**src/rtl/occ_request_issuer.sv**
```systemverilog
`default_nettype none
// ============================================================================
// Module      : occ_request_issuer
// Description : Request side of the occurrence-table memory path. Each
//               accepted pipeline entry produces two DRAM line reads: first
//               the k line (tag 0), then the l line (tag 1). A credit counter
//               limits the number of entries in flight to the depth of the
//               downstream response FIFO, so that FIFO cannot overflow.
// Ports       : Clk_32UI, reset_n         - clock, synchronous active-low reset
//               req_valid/req_ready       - pipeline entry handshake
//               req_status                - entry status (BUBBLE = discard)
//               req_ik_x0, req_ik_x2      - interval start k and size s
//               dram_req_valid/ready      - DRAM read request handshake
//               dram_req_addr/tag         - line byte address, 0=k / 1=l
//               mem_pop                   - one response consumed, frees a credit
//               outstanding               - credits in use (0..MAX_OUT)
//               err_underflow             - sticky: mem_pop seen with no credit used
// Revision    : 1.0 - initial release
// ============================================================================
module occ_request_issuer #(
    parameter int          MAX_OUT   = 32,
    parameter int          OCC_SHIFT = 7,
    parameter int          LINE_LOG2 = 6,
    parameter logic [63:0] BASE_ADDR = 64'h0,
    parameter logic [5:0]  BUBBLE    = 6'b110000
) (
    input  logic        Clk_32UI,
    input  logic        reset_n,
    input  logic        req_valid,
    input  logic [5:0]  req_status,
    input  logic [63:0] req_ik_x0,
    input  logic [63:0] req_ik_x2,
    output logic        req_ready,
    output logic        dram_req_valid,
    output logic [63:0] dram_req_addr,
    output logic        dram_req_tag,
    input  logic        dram_req_ready,
    input  logic        mem_pop,
    output logic [5:0]  outstanding,
    output logic        err_underflow
);

    localparam logic [5:0] MAX_OUT_W = 6'(MAX_OUT);

    typedef enum logic [1:0] {
        ST_IDLE    = 2'd0,
        ST_ISSUE_K = 2'd1,
        ST_ISSUE_L = 2'd2
    } state_t;

    state_t      state_q, state_d;
    logic [63:0] addr_k_q, addr_k_d;
    logic [63:0] addr_l_q, addr_l_d;
    logic [5:0]  outstanding_q, outstanding_d;
    logic        err_q, err_d;

    logic [63:0] sum_ks;
    logic [63:0] pos_k;
    logic [63:0] pos_l;
    logic        can_take;
    logic        accept;
    logic        take;
    logic        pop_ok;

    // Line addresses of the occ entries at positions k-1 and k+s-1; a zero
    // position clamps to 0 instead of wrapping to all-ones.
    always_comb begin
        sum_ks   = req_ik_x0 + req_ik_x2;
        pos_k    = (req_ik_x0 == 64'd0) ? 64'd0 : req_ik_x0 - 64'd1;
        pos_l    = (sum_ks == 64'd0) ? 64'd0 : sum_ks - 64'd1;
        addr_k_d = BASE_ADDR + ((pos_k >> OCC_SHIFT) << LINE_LOG2);
        addr_l_d = BASE_ADDR + ((pos_l >> OCC_SHIFT) << LINE_LOG2);
    end

    // The credit gate uses the registered count, so a mem_pop at the cap
    // only opens req_ready on the following cycle.
    assign can_take = (outstanding_q < MAX_OUT_W);
    assign pop_ok   = mem_pop && (outstanding_q != 6'd0);

    always_comb begin
        state_d        = state_q;
        req_ready      = 1'b0;
        dram_req_valid = 1'b0;
        dram_req_tag   = 1'b0;
        dram_req_addr  = addr_k_q;

        case (state_q)
            ST_IDLE: begin
                req_ready = reset_n && can_take;
            end
            ST_ISSUE_K: begin
                dram_req_valid = 1'b1;
                if (dram_req_ready) begin
                    state_d = ST_ISSUE_L;
                end
            end
            ST_ISSUE_L: begin
                dram_req_valid = 1'b1;
                dram_req_tag   = 1'b1;
                dram_req_addr  = addr_l_q;
                // A new entry may only enter as the l request leaves, which
                // keeps addr_k/addr_l stable for the whole in-flight pair.
                req_ready      = reset_n && can_take && dram_req_ready;
                if (dram_req_ready) begin
                    state_d = ST_IDLE;
                end
            end
            default: begin
                state_d = ST_IDLE;
            end
        endcase

        accept = req_valid && req_ready;
        take   = accept && (req_status != BUBBLE);
        if (take) begin
            state_d = ST_ISSUE_K;
        end
    end

    always_comb begin
        outstanding_d = outstanding_q;
        err_d         = err_q;
        if (take && !pop_ok) begin
            outstanding_d = outstanding_q + 6'd1;
        end else if (!take && pop_ok) begin
            outstanding_d = outstanding_q - 6'd1;
        end
        if (mem_pop && (outstanding_q == 6'd0)) begin
            err_d = 1'b1;
        end
    end

    always_ff @(posedge Clk_32UI) begin
        if (!reset_n) begin
            state_q       <= ST_IDLE;
            addr_k_q      <= 64'd0;
            addr_l_q      <= 64'd0;
            outstanding_q <= 6'd0;
            err_q         <= 1'b0;
        end else begin
            state_q       <= state_d;
            outstanding_q <= outstanding_d;
            err_q         <= err_d;
            if (take) begin
                addr_k_q <= addr_k_d;
                addr_l_q <= addr_l_d;
            end
        end
    end

    assign outstanding   = outstanding_q;
    assign err_underflow = err_q;

endmodule
`default_nettype wire

```
**config.mk**
```make
export PLATFORM = sky130hd
export DESIGN_NAME = occ_request_issuer
export DESIGN_NICKNAME = d
export VERILOG_FILES = /design/src/rtl/occ_request_issuer.sv
export SDC_FILE = /design/constraint.sdc
export NUM_CORES = 1
export LEC_CHECK = 0
export CAP_MARGIN = 20
export CORE_UTILIZATION = 50
export CTS_BUF_LIST = sky130_fd_sc_hd__clkbuf_16
export CTS_CLUSTER_DIAMETER = 80
export DETAILED_ROUTE_END_ITERATION = 6
export DONT_BUFFER_PORTS = 1
export GPL_TIMING_DRIVEN = 0
export REMOVE_ABC_BUFFERS = 1
export SYNTH_ARGS = -nofsm -noshare
export SYNTH_HDL_FRONTEND = slang
export SYNTH_SLANG_ARGS = --single-unit
```
**constraint.sdc**
```tcl
create_clock -name Clk_32UI -period 8.6 [get_ports Clk_32UI]
set_clock_uncertainty 0.1 [all_clocks]
set_input_delay 1.72 -clock Clk_32UI [delete_from_list [all_inputs] [get_ports Clk_32UI]]
set_output_delay 1.72 -clock Clk_32UI [all_outputs]
set_load 0.02 [all_outputs]
```
=== Yosys cells after proc, flatten, opt, wreduce, memory -nomap -nowiden ===
Cells that the tools add are included.

* Flip-flop bits (word level): 123
* Input port bits: 139
* Word-level logic and storage cells: 54
* Output and inout bits: 74

* Order comparisons: 1
* Equal/unequal tests: 8
* Add/sub/neg operators: 5
* Reduce and logical (&&, ||, !) cells: 20
* Bitwise operators: 2
* Muxes and demuxes: 12

{| class="wikitable"
|+ Operators with widths
! operator !! number
|-
| 64-bit zero test || 2
|-
| 64-bit two-way mux || 2
|-
| 64-bit by 1-bit subtractor with 64-bit output, second input constant || 2
|-
| 64-bit adder || 1
|-
| 63-bit two-way mux || 1
|-
| 6-bit two-way mux || 2
|-
| 1-bit logical AND || 8
|-
| 6-bit by 1-bit adder with 6-bit output, second input constant || 1
|-
| 6-bit zero test || 1
|-
| 6-bit less-than comparator, second input constant || 1
|-
| 2-bit != test, second input constant || 3
|-
| 3-bit != test, second input constant || 2
|-
| 6-bit != test, second input constant || 1
|-
| 2-bit case mux with 3 select lines || 1
|-
| 3-bit AND reduction || 2
|-
| 6-bit nonzero test || 1
|-
| 6-bit by 1-bit subtractor with 6-bit output, second input constant || 1
|-
| 2-bit two-way mux || 2
|-
| 2-bit OR reduction || 2
|-
| 1-bit two-way mux || 3
|-
| 2-bit by 1-bit equality test with 1-bit output, second input constant || 1
|-
| 2-bit equality test, second input constant || 1
|-
| 1-bit zero test || 2
|-
| 2-bit zero test || 1
|-
| 3 further kinds || 4
|}

=== Logic depth before layout (Yosys ltp) ===
Gate-level depths: netlist (run 1).

* Depth in word-level cells: 10
* Gate-level depth with buffers: 17
* Gate-level depth less buffers: 16

=== Worst setup path after synthesis (run 1) ===
Ideal clock, no wire load.

* Path kind: in2reg
* Start point: input port req_ik_x0[0]
* End point: register addr_l_q[23]
* Arrival: 5.470 ns
* Setup slack: 2.913 ns
* Setup time: 0.117 ns
* Required time: 8.383 ns
* Cell stages on the path: 16
* Buffers on the path: 1
* Cells stage by stage: ha_1 inv_1 fa_1 nor2b_1 o21a_1 o21ai_1 a2111oi_0 or3_1 buf_2 xor2_1 a2111o_1 nor4_4 nand4_1 nand4bb_4 or3_1 a32o_1

* Cells in the longest elaborated chain, start to end: 3
* Elaborated cells on any way between the ends: 4
* Those cells by class: 2 x add/sub; 1 x mux; 1 x reduce/logical

{| class="wikitable"
|+ RTL lines
! what !! RTL line !! RTL
|-
| start, declared || 31 || <nowiki>input logic [63:0] req_ik_x0,</nowiki>
|-
| 64-bit adder * || 68 || <nowiki>sum_ks = req_ik_x0 + req_ik_x2;</nowiki>
|-
| 64-bit by 1-bit subtractor with 64-bit output / 64-bit zero test (equally long branches) || 70 || <nowiki>pos_l = (sum_ks == 64'd0) ? 64'd0 : sum_ks - 64'd1;</nowiki>
|-
| 64-bit two-way mux * || 70 ||
|-
| end signal, assigned || 146 || <nowiki>addr_l_q <= addr_l_d;</nowiki>
|-
| end, declared || 53 || <nowiki>logic [63:0] addr_l_q, addr_l_d;</nowiki>
|}

Mark *: on every way between the ends. The rest lies on a longest branch, timed or not.
A chain may end at the register's enable or synchronous reset.

=== Final worst setup path (run 1) ===
* Start point: input port req_ik_x0[5]
* End point: register addr_k_q[44]

* Cells in the longest elaborated chain, start to end: 2
* Elaborated cells on any way between the ends: 3
* Those cells by class: 1 x add/sub; 1 x mux; 1 x reduce/logical

{| class="wikitable"
|+ RTL lines
! what !! RTL line !! RTL
|-
| 64-bit by 1-bit subtractor with 64-bit output / 64-bit zero test (equally long branches) || 69 || <nowiki>pos_k = (req_ik_x0 == 64'd0) ? 64'd0 : req_ik_x0 - 64'd1;</nowiki>
|-
| 64-bit two-way mux * || 69 ||
|-
| end signal, assigned || 145 || <nowiki>addr_k_q <= addr_k_d;</nowiki>
|-
| end, declared || 52 || <nowiki>logic [63:0] addr_k_q, addr_k_d;</nowiki>
|}

Marks and branches as above.

==> flow_summary_export.csv, run 1 <==
group,metric,value,unit
yosys,synthesized_instance_count,1536,
routing,drc_errors,0,
run,drv_cap,0,
worst_setup_path,critical_path.startpoint_type,"primary input",
cells_and_area,filler_instances,2240,
routing,drt-pass1-iter-count,5,
placed_design,port-buffer-count,0,
grt,grt_max_degree,63,
yosys,synth_cell_types,89,
routing,route.detailed.vias_per_inst,6.28,
routing,routed_wirelength,35800,um
cts,clk-insertion-delay-late,430,ps
cells_and_area,instances_no_fill,1777,
cts,cts_hold_repair.buffers,0,
cts,cts.path.max_buffers,2,
floorplanning,die_w,154,um
yosys,synth.cell_area,0.0115,mm2
placed_design,gp_routability_congestion,0.937,
cells_and_area,syn_to_final_growth,6.02,%
sta,tns,0,ps
worst_hold_path,worst_hold_path_type,"reg -> reg",
sta,worst-slew-pin-transition,1090,ps
grt,grt_pass1_wl,56200,um
cts,cts_max_level,4,
worst_setup_path,critPathMaxFanout,31,
cells_and_area,antenna_cells_inserted,0,
grt,grt_antenna_before_repair,0,
cells_and_area,drive_gt1_share,8.31,%
cts,post_cts_gate_resize_count,0,
yosys,synth-main-ff-cell,"dfxtp_1",
floorplanning,die-height,154,um
sta,drv_slew,0,
worst_setup_path,timing.critical_path.cells,"nor4_1 -> and4bb_2 -> nor4b_2 -> and4bb_2 -> nand3_1 -> nor4_2 -> nand3_1 -> nor4_1 -> nand2b_1 -> o21ai_4 -> buf_16 -> a21oi_1 -> a21o_1",
floorplanning,start_util,50.9,%
sta,worst_slew_margin_relative_to_its_limit,26.9,%
cts,cts-root-buf,"clkbuf_16",
yosys,synthDominantAreaCellType,"dfxtp_1",
sta,finalHoldViolations,0,
worst_setup_path,worst_path_largest_cell_delay,720,ps
yosys,synth_seq_cells,123,
cts,numCtsBuffers,17,
grt,global_route.overflow_total,0,
floorplanning,die-area,0.0236,mm2
yosys,synth_seq_area_share,21.4,%
cells_and_area,finish.net_count,1691,
yosys,syn_avg_cell_area,7.48,um2
grt,grt_pass1_vias,10400,
worst_setup_path,timing.critical_path.required,8820,ps
yosys,synth_edf_count,0,
yosys,ys_async_rst_share,0,%
worst_setup_path,criticalPathCategory,"in -> reg",
yosys,synth.top_cells.by_area,"dfxtp_1 21%, ha_1 7.7%, nand2_1 7.2%",
routing,dr.first_iter.drc_count,820,
worst_setup_path,crit_slowest_cell,"o21ai_4",
routing,antenna_violating_nets_post_route,0,
worst_hold_path,worst_hold_path_startpoint,"addr_k_q[25]",
sta,clock.fmax,149,MHz
power_and_ir_drop,power.leakage,4.46,nW
worst_setup_path,timing.rr.start,"state_q[0]",
floorplanning,std_cell_rows,55,
power_and_ir_drop,power.density,206,mW/mm2
sta,setup_viol_count_final,0,
floorplanning,io_pins,213,
cts,setup_fix_buffers_added_after_clock_tree_synthesis,0,
status,run_status,"complete, no violations",
placed_design,placedCellCount,1745,
routing,vias_post_dr,11200,
worst_setup_path,startpoint,"req_ik_x0[5]",
worst_setup_path,reg2reg_setup_slack,3940,ps
grt,track_usage,29.9,%
floorplanning,fp.coreArea,0.0226,mm2
worst_setup_path,critical_path.endpoint_type,"flip-flop",
power_and_ir_drop,maximum_vdd_ir_drop,113,uV
yosys,yosys_warnings,0,
cts,path_clk_slew,60,ps
sta,post-route-period-util,78.2,%
cts,tritoncts,"done",
sta,grt_setup_unrepaired,"false",
routing,wire_per_inst,20.1,um
sta,fin_crit,6720,ps
placed_design,hpwlAfterDp,28500,um
cts,clock-sinks,123,
yosys,synthDominantCellAreaShare,21.4,%
worst_setup_path,worst_ep_arrival_time,6950,ps
==> synthesized netlist by cell type (18+ instances only) <==
cell type / instances
mux2_2: 58
o21ai_0: 103
and2_1: 18
nand2_1: 220
nor4_1: 21
o21ai_1: 87
ha_1: 71
nor2_1: 96
nand3_1: 30
clkbuf_1: 61
a21oi_1: 107
xnor2_1: 79
dfxtp_1: 123
a21o_1: 26
nor3_1: 44
a211oi_1: 21
nand4_1: 42
xor2_1: 50
==> cells by family after synthesis <==
kind of cell | Yosys count | share of synthesized area (%)
fa+ha+maj | 73 | 8.08
flops | 123 | 21.4
simple gates | 583 | 25.9
xor+xnor | 129 | 9.83
buf+inv | 105 | 3.82
mux | 65 | 6.30
compound gates | 457 | 24.6
other cells | 1 | 0.0326
==> final cells by class <==
class	instances	area [um2]	share of cell area, %
Tap cell	285	357	2.93
Multi-Input combinational cell	1314	8640	70.9
Timing Repair Buffer	5	105	0.863
Clock buffer	17	425	3.49
Sequential cell	123	2460	20.2
Inverter	18	67.6	0.554
Clock inverter	15	128	1.05
==> sequential cells by signal (all words and copies together) (netlist names) <==
signal	count
outstanding	6
err_underflow	1
addr_k_q	57
state_q	2
addr_l_q	57
==> layer usage <==
layer	global-route usage [%]	up-vias	share of wire, %
li1	-	5502	-
met1	42.7	5220	48
met2	46.6	407	44
met3	4.54	37	6.7
met4	7.62	0	1.4
met5	0	-	0
==> final timing paths <==
kind,endpoint,cells after the start
worst min register to register,addr_k_q[25],2
worst max-delay path,addr_k_q[44],13
worst max register to register,outstanding[5],17
worst min-delay path,addr_k_q[25],2
==> worst max-delay path: cells and delay by family <==
family / cells / cell delay (ps)
buf+inv: 1 / 250
compound gates: 3 / 950
simple gates: 9 / 3980
==> layout by cell type, fill, tap and decap left out, types with 18 or more instances in the layout <==
| master | n |
|---|---|
| a21o_1 | 26 |
| mux2_2 | 58 |
| dfxtp_1 | 123 |
| nor3_1 | 44 |
| o21ai_0 | 103 |
| nand3_1 | 30 |
| nor4_1 | 21 |
| xor2_1 | 50 |
| nor2_1 | 96 |
| o21ai_1 | 86 |
| ha_1 | 70 |
| xnor2_1 | 79 |
| nand2_1 | 220 |
| a21oi_1 | 107 |
| nand4_1 | 42 |
| a211oi_1 | 21 |
| inv_1 | 18 |
==> metrics by stage <==
stage | power [W] | util, % | hold WS, ps | setup WS, ps | instance area [um2]
finish | 0.00250 | 54.0 | 342 | 1880 | 12200
global route | 0.00266 | 54.0 | 363 | 1540 | 12200
CTS | 0.00251 | 54.0 | 346 | 1910 | 12200
detailed placement | 0.00181 | 51.5 | 337 | 1490 | 11600
global placement | 0.00178 | 51.0 | 328 | -803 | 11500
floorplan | 0.00157 | - | 321 | 2340 | 11100
==> where the power goes <==
group | leakage [nW] | switching [W] | internal, W | total [W]
Clock | 0.267 | 0.000300 | 0.000396 | 0.000696
Combinational | 3.19 | 0.000631 | 0.000384 | 0.00102
Sequential | 1.01 | 0.0000934 | 0.000700 | 0.000793
(Power assumes the default switching activity.)
==> inputs of run 2 (changes only) <==
==> constraint.sdc (replaced) <==
create_clock -name Clk_32UI -period 6.6 [get_ports Clk_32UI]
set_clock_uncertainty 0.1 [all_clocks]
set_input_delay 1.32 -clock Clk_32UI [delete_from_list [all_inputs] [get_ports Clk_32UI]]
set_output_delay 1.32 -clock Clk_32UI [all_outputs]
set_load 0.02 [all_outputs]
==> flow_summary_export.csv, run 2 (synthesis gave the netlist of run 1 again) <==
group,metric,value,unit
routing,wire_per_inst,20.4,um
cts,path_clk_slew,60,ps
cells_and_area,finish.net_count,1692,
placed_design,hpwlAfterDp,28500,um
routing,vias_post_dr,11200,
floorplanning,io_pins,213,
cells_and_area,final_util,54.1,%
worst_setup_path,reg2reg_setup_slack,1920,ps
cells_and_area,syn_to_final_growth,6.17,%
cts,cts.path.max_buffers,2,
cells_and_area,antenna_cells_inserted,0,
grt,global_route.overflow_total,0,
routing,dr.first_iter.drc_count,859,
worst_setup_path,critPathMaxFanout,22,
routing,drt-pass1-iter-count,5,
sta,worst-slew-pin-transition,1050,ps
grt,grt_pass1_wl,56200,um
cts,numCtsBuffers,17,
power_and_ir_drop,maximum_vdd_ir_drop,148,uV
placed_design,port-buffer-count,0,
sta,grt_setup_unrepaired,"false",
worst_hold_path,worst_hold_path_type,"reg -> reg",
sta,finalHoldViolations,0,
worst_setup_path,criticalPathCategory,"in -> reg",
power_and_ir_drop,power.leakage,4.47,nW
floorplanning,die-height,154,um
sta,setup_viol_count_final,0,
floorplanning,start_util,50.9,%
grt,grt_antenna_before_repair,0,
cells_and_area,leading_cell_type_in_the_layout_fill_and_taps_excluded,"nand2_1",
cts,setup_fix_buffers_added_after_clock_tree_synthesis,0,
sta,post-route-period-util,93.9,%
worst_setup_path,critical_path.endpoint_type,"flip-flop",
floorplanning,die-area,0.0236,mm2
sta,tns,0,ps
worst_setup_path,timing.critical_path.required,6810,ps
routing,route.detailed.vias_per_inst,6.31,
routing,routed_wirelength,36300,um
cts,cts_max_level,4,
grt,grt_pass1_vias,10400,
status,run_status,"complete, no violations",
cells_and_area,layout.cells.most_common_list,"220 x nand2_1, 123 x dfxtp_1, 107 x a21oi_1",
cells_and_area,filler_instances,2241,
floorplanning,die_w,154,um
cts,cts_hold_repair.buffers,0,
sta,worst_slew_margin_relative_to_its_limit,29.4,%
cells_and_area,drive_gt1_share,8.37,%
sta,timing.final.ws_setup,401,ps
sta,fin_worst_hold_slack,343,ps
sta,drv_slew,0,
routing,antenna_violating_nets_post_route,0,
power_and_ir_drop,power.density,268,mW/mm2
cts,tritoncts,"done",
cts,cts-root-buf,"clkbuf_16",
run,drv_cap,0,
sta,clock.fmax,161,MHz
routing,drc_errors,0,
cts,clock-sinks,123,
cts,post_cts_gate_resize_count,0,
floorplanning,std_cell_rows,55,
grt,track_usage,29.9,%
grt,grt_max_degree,63,
placed_design,dpl_worst_slack,-113,ps
worst_setup_path,critical_path.startpoint_type,"primary input",
cts,clk-insertion-delay-late,430,ps
worst_setup_path,worst_ep_arrival_time,6410,ps
placed_design,gp_routability_congestion,0.937,
sta,fin_crit,6200,ps
floorplanning,fp.coreArea,0.0226,mm2
==> run 2: final cells by class <==
| cell class | count | area [um2] | share of cell area [%] |
|---|---|---|---|
| Timing Repair Buffer | 5 | 105 | 0.861 |
| Inverter | 18 | 67.6 | 0.554 |
| Multi-Input combinational cell | 1315 | 8660 | 71.0 |
| Tap cell | 285 | 357 | 2.92 |
| Clock inverter | 15 | 128 | 1.05 |
| Sequential cell | 123 | 2460 | 20.2 |
| Clock buffer | 17 | 425 | 3.49 |
==> run 2: through the flow <==
step	total power [W]	std cells	area [um2]
2_1_floorplan	0.00205	1455	11100
3_3_place_gp	0.00232	1740	11500
3_5_place_dp	0.00236	1745	11600
4_1_cts	0.00327	1777	12200
5_1_grt	0.00347	1778	12200
6_report	0.00327	1778	12200
==> run 2: worst paths after layout <==
| kind | start | end | cells after the start |
|---|---|---|---|
| hold reg to reg | addr_k_q[25] | addr_k_q[25] | 2 |
| setup reg to reg | state_q[0] | outstanding[5] | 17 |
| hold / removal | addr_k_q[25] | addr_k_q[25] | 2 |
| setup / recovery | req_ik_x0[0] | addr_l_q[15] | 16 |
==> run 2: power by group <==
group | leakage, nW | internal [W] | switching [W]
logic | 3.19 | 0.000501 | 0.000826
registers | 1.01 | 0.000912 | 0.000122
clock network | 0.267 | 0.000516 | 0.000393
total | 4.47 | 0.00193 | 0.00134
==> run 2: metal layers <==
metal	wire, um	track usage, %
met1	17200	42.7
met2	16100	46.6
met3	2510	4.54
met4	505	7.62
met5	0	0
==> run 2: worst max-delay path: stages <==
cell and delay, ps:
ha_1 140, inv_1 50, fa_1 410, nor2b_1 200, o21ai_1 190, a21boi_1 340, o2111ai_1 360, a41oi_1 550
a21boi_1 220, xor2_1 410, nor4b_1 390, nor4b_4 600, nand4bb_4 210, o31ai_4 640, buf_8 270, o21ai_1 90
==> inputs of run 3 (changes only) <==
--- a/config.mk
+++ b/config.mk
@@ -6,7 +6,7 @@
 export NUM_CORES = 1
 export LEC_CHECK = 0
 export CAP_MARGIN = 20
-export CORE_UTILIZATION = 50
+export CORE_UTILIZATION = 45
 export CTS_BUF_LIST = sky130_fd_sc_hd__clkbuf_16
 export CTS_CLUSTER_DIAMETER = 80
 export DETAILED_ROUTE_END_ITERATION = 6
==> flow_summary_export.csv, run 3 (synthesis gave the netlist of run 1 again) <==
group,metric,value,unit
status,run_status,"complete, no violations",
cts,cts.path.max_buffers,2,
routing,detail_route.wirelength.met1,17300,um
grt,grt_pass1_wl,56900,um
cells_and_area,drive_gt1_share,8.49,%
routing,vias_post_dr,11100,
worst_setup_path,worst_path_largest_cell_delay,810,ps
placed_design,hpwlAfterDp,29100,um
cts,numCtsBuffers,17,
worst_setup_path,critPathMaxFanout,6,
routing,maxUsedRoutingLayer,"met4",
power_and_ir_drop,power.density,267,mW/mm2
routing,drt-pass1-iter-count,5,
grt,global_route.overflow_total,0,
sta,worst-slew-pin-transition,1120,ps
routing,wire_per_inst,20.1,um
worst_setup_path,worst_path_dominant_cell_family,"simple AND/OR/NAND/NOR gates",
cts,clk-insertion-delay-late,420,ps
grt,grt_pass1_vias,10500,
sta,fin_crit,5970,ps
cts,cts_max_level,4,
placed_design,port-buffer-count,0,
worst_setup_path,crit_slowest_cell,"nor4_1",
grt,grt_max_degree,66,
worst_hold_path,worst_hold_path_type,"reg -> reg",
sta,fin_worst_hold_slack,341,ps
floorplanning,start_util,45.8,%
routing,detailroute.wirelength.met2,16300,um
floorplanning,die-area,0.0262,mm2
floorplanning,std_cell_rows,58,
routing,dr.first_iter.drc_count,779,
sta,post-route-period-util,90.5,%
cts,clock-sinks,123,
floorplanning,io_pins,213,
cells_and_area,syn_to_final_growth,6.91,%
sta,clock.fmax,167,MHz
worst_setup_path,critPathBufInv,0,
worst_setup_path,criticalPathCategory,"in -> reg",
sta,worst_slew_margin_relative_to_its_limit,24.5,%
worst_setup_path,worst_ep_arrival_time,6180,ps
sta,setup_viol_count_final,0,
cts,path_clk_slew,60,ps
floorplanning,die-height,162,um
power_and_ir_drop,power.leakage,4.48,nW
grt,grt_antenna_before_repair,0,
cts,cts-root-buf,"clkbuf_16",
routing,antenna_violating_nets_post_route,0,
cells_and_area,finish.net_count,1695,
routing,route.detailed.vias_per_inst,6.10,
floorplanning,die_w,162,um
cts,tritoncts,"done",
worst_setup_path,critical_path.startpoint_type,"primary input",
floorplanning,fp.coreArea,0.0251,mm2
cells_and_area,layout.cells.most_common_list,"220 x nand2_1, 123 x dfxtp_1, 107 x a21oi_1",
run,drv_cap,0,
routing,wl_met3,2090,um
cells_and_area,antenna_cells_inserted,0,
grt,track_usage,27.4,%
sta,grt_setup_unrepaired,"false",
placed_design,gp_routability_congestion,0.952,
power_and_ir_drop,maximum_vdd_ir_drop,201,uV
sta,finalHoldViolations,0,
worst_setup_path,timing.critical_path.required,6810,ps
cells_and_area,final_util,48.9,%
sta,drv_slew,0,
worst_setup_path,timing.critical_path.cells,"ha_1 -> o211ai_1 -> o21ai_1 -> a211oi_1 -> o22ai_1 -> o221ai_1 -> nor4_1 -> nand4_1 -> nor4_1 -> nand2b_1 -> or4_1 -> a21oi_1 -> o21ai_1",
cells_and_area,leading_cell_type_in_the_layout_fill_and_taps_excluded,"nand2_1",
routing,drc_errors,0,
routing,routed_wirelength,36600,um
worst_setup_path,critical_path.endpoint_type,"flip-flop",
## run 3: cell types whose count changed in the layout (fill, tap and decap cells not counted)
| cell | delta |
|---|---|
| clkinv_1 | +2 |
| clkinv_2 | -1 |
| buf_4 | +3 |
| buf_8 | -1 |
| nor4_2 | +1 |
| inv_1 | -1 |
| o21ai_2 | -1 |
| buf_12 | +2 |
| nor4_4 | -1 |
## run 3: through the flow
| step | cell area (um2) | std cells | total power [W] | setup WS, ps | TNS [ps] |
|---|---|---|---|---|---|
| after CTS | 12200 | 1822 | 0.00328 | 402 | 0 |
| after detailed placement | 11700 | 1790 | 0.00237 | -20.4 | -72.6 |
| after floorplan | 11100 | 1455 | 0.00205 | 745 | 0 |
| after global routing | 12300 | 1826 | 0.00349 | 273 | 0 |
| after global placement | 11600 | 1785 | 0.00232 | -2150 | -168280 |
| final | 12300 | 1826 | 0.00328 | 626 | 0 |
## run 3: metal layers
layer | up-vias | track usage, %
met2 | 338 | 43.5
li1 | 5524 | -
met1 | 5226 | 37.6
met4 | 0 | 8.49
met3 | 56 | 4.88
met5 | - | 0
## run 3: worst reg2reg max path, delay by kind of cell (launching register included)
family / cells / cell delay (ps)
DFF: 1 / 330
adders and majority gates: 3 / 1020
xor gates and xnor gates: 1 / 100
and+or+nand+nor: 3 / 1320
buffers and inverters: 4 / 860
AOI/OAI and AO/OA: 6 / 940
## run 3: repair_timing
item,4_1_cts,5_1_grt
buffers inserted,0,4
endpoints found under the setup margin,0,40
resized for setup,0,0
hold buffers,0,0
## run 3: path summary, 6_finish.rpt
kind	start	to	slack, ps	cells after the start
worst max-delay path	req_ik_x0[4]	addr_l_q[35]	630	13
worst min-delay path	addr_l_q[30]	addr_l_q[30]	340	2
worst max register to register	state_q[0]	outstanding[5]	1860	17
worst min register to register	addr_l_q[30]	addr_l_q[30]	340	2
## run 3: final cells by class
cell class / count / area (um2)
Clock buffer: 17 / 425
Clock inverter: 15 / 126
Fill cell: 2596 / 12800
Inverter: 18 / 67.6
Multi-Input combinational cell: 1314 / 8640
Sequential cell: 123 / 2460
Tap cell: 330 / 413
Timing Repair Buffer: 9 / 153
## run 3: report_power, final
group	internal, W	switching (W)	total, W
Combinational	0.000512	0.000834	0.00135
Sequential	0.000912	0.000120	0.00103
Clock	0.000516	0.000389	0.000905
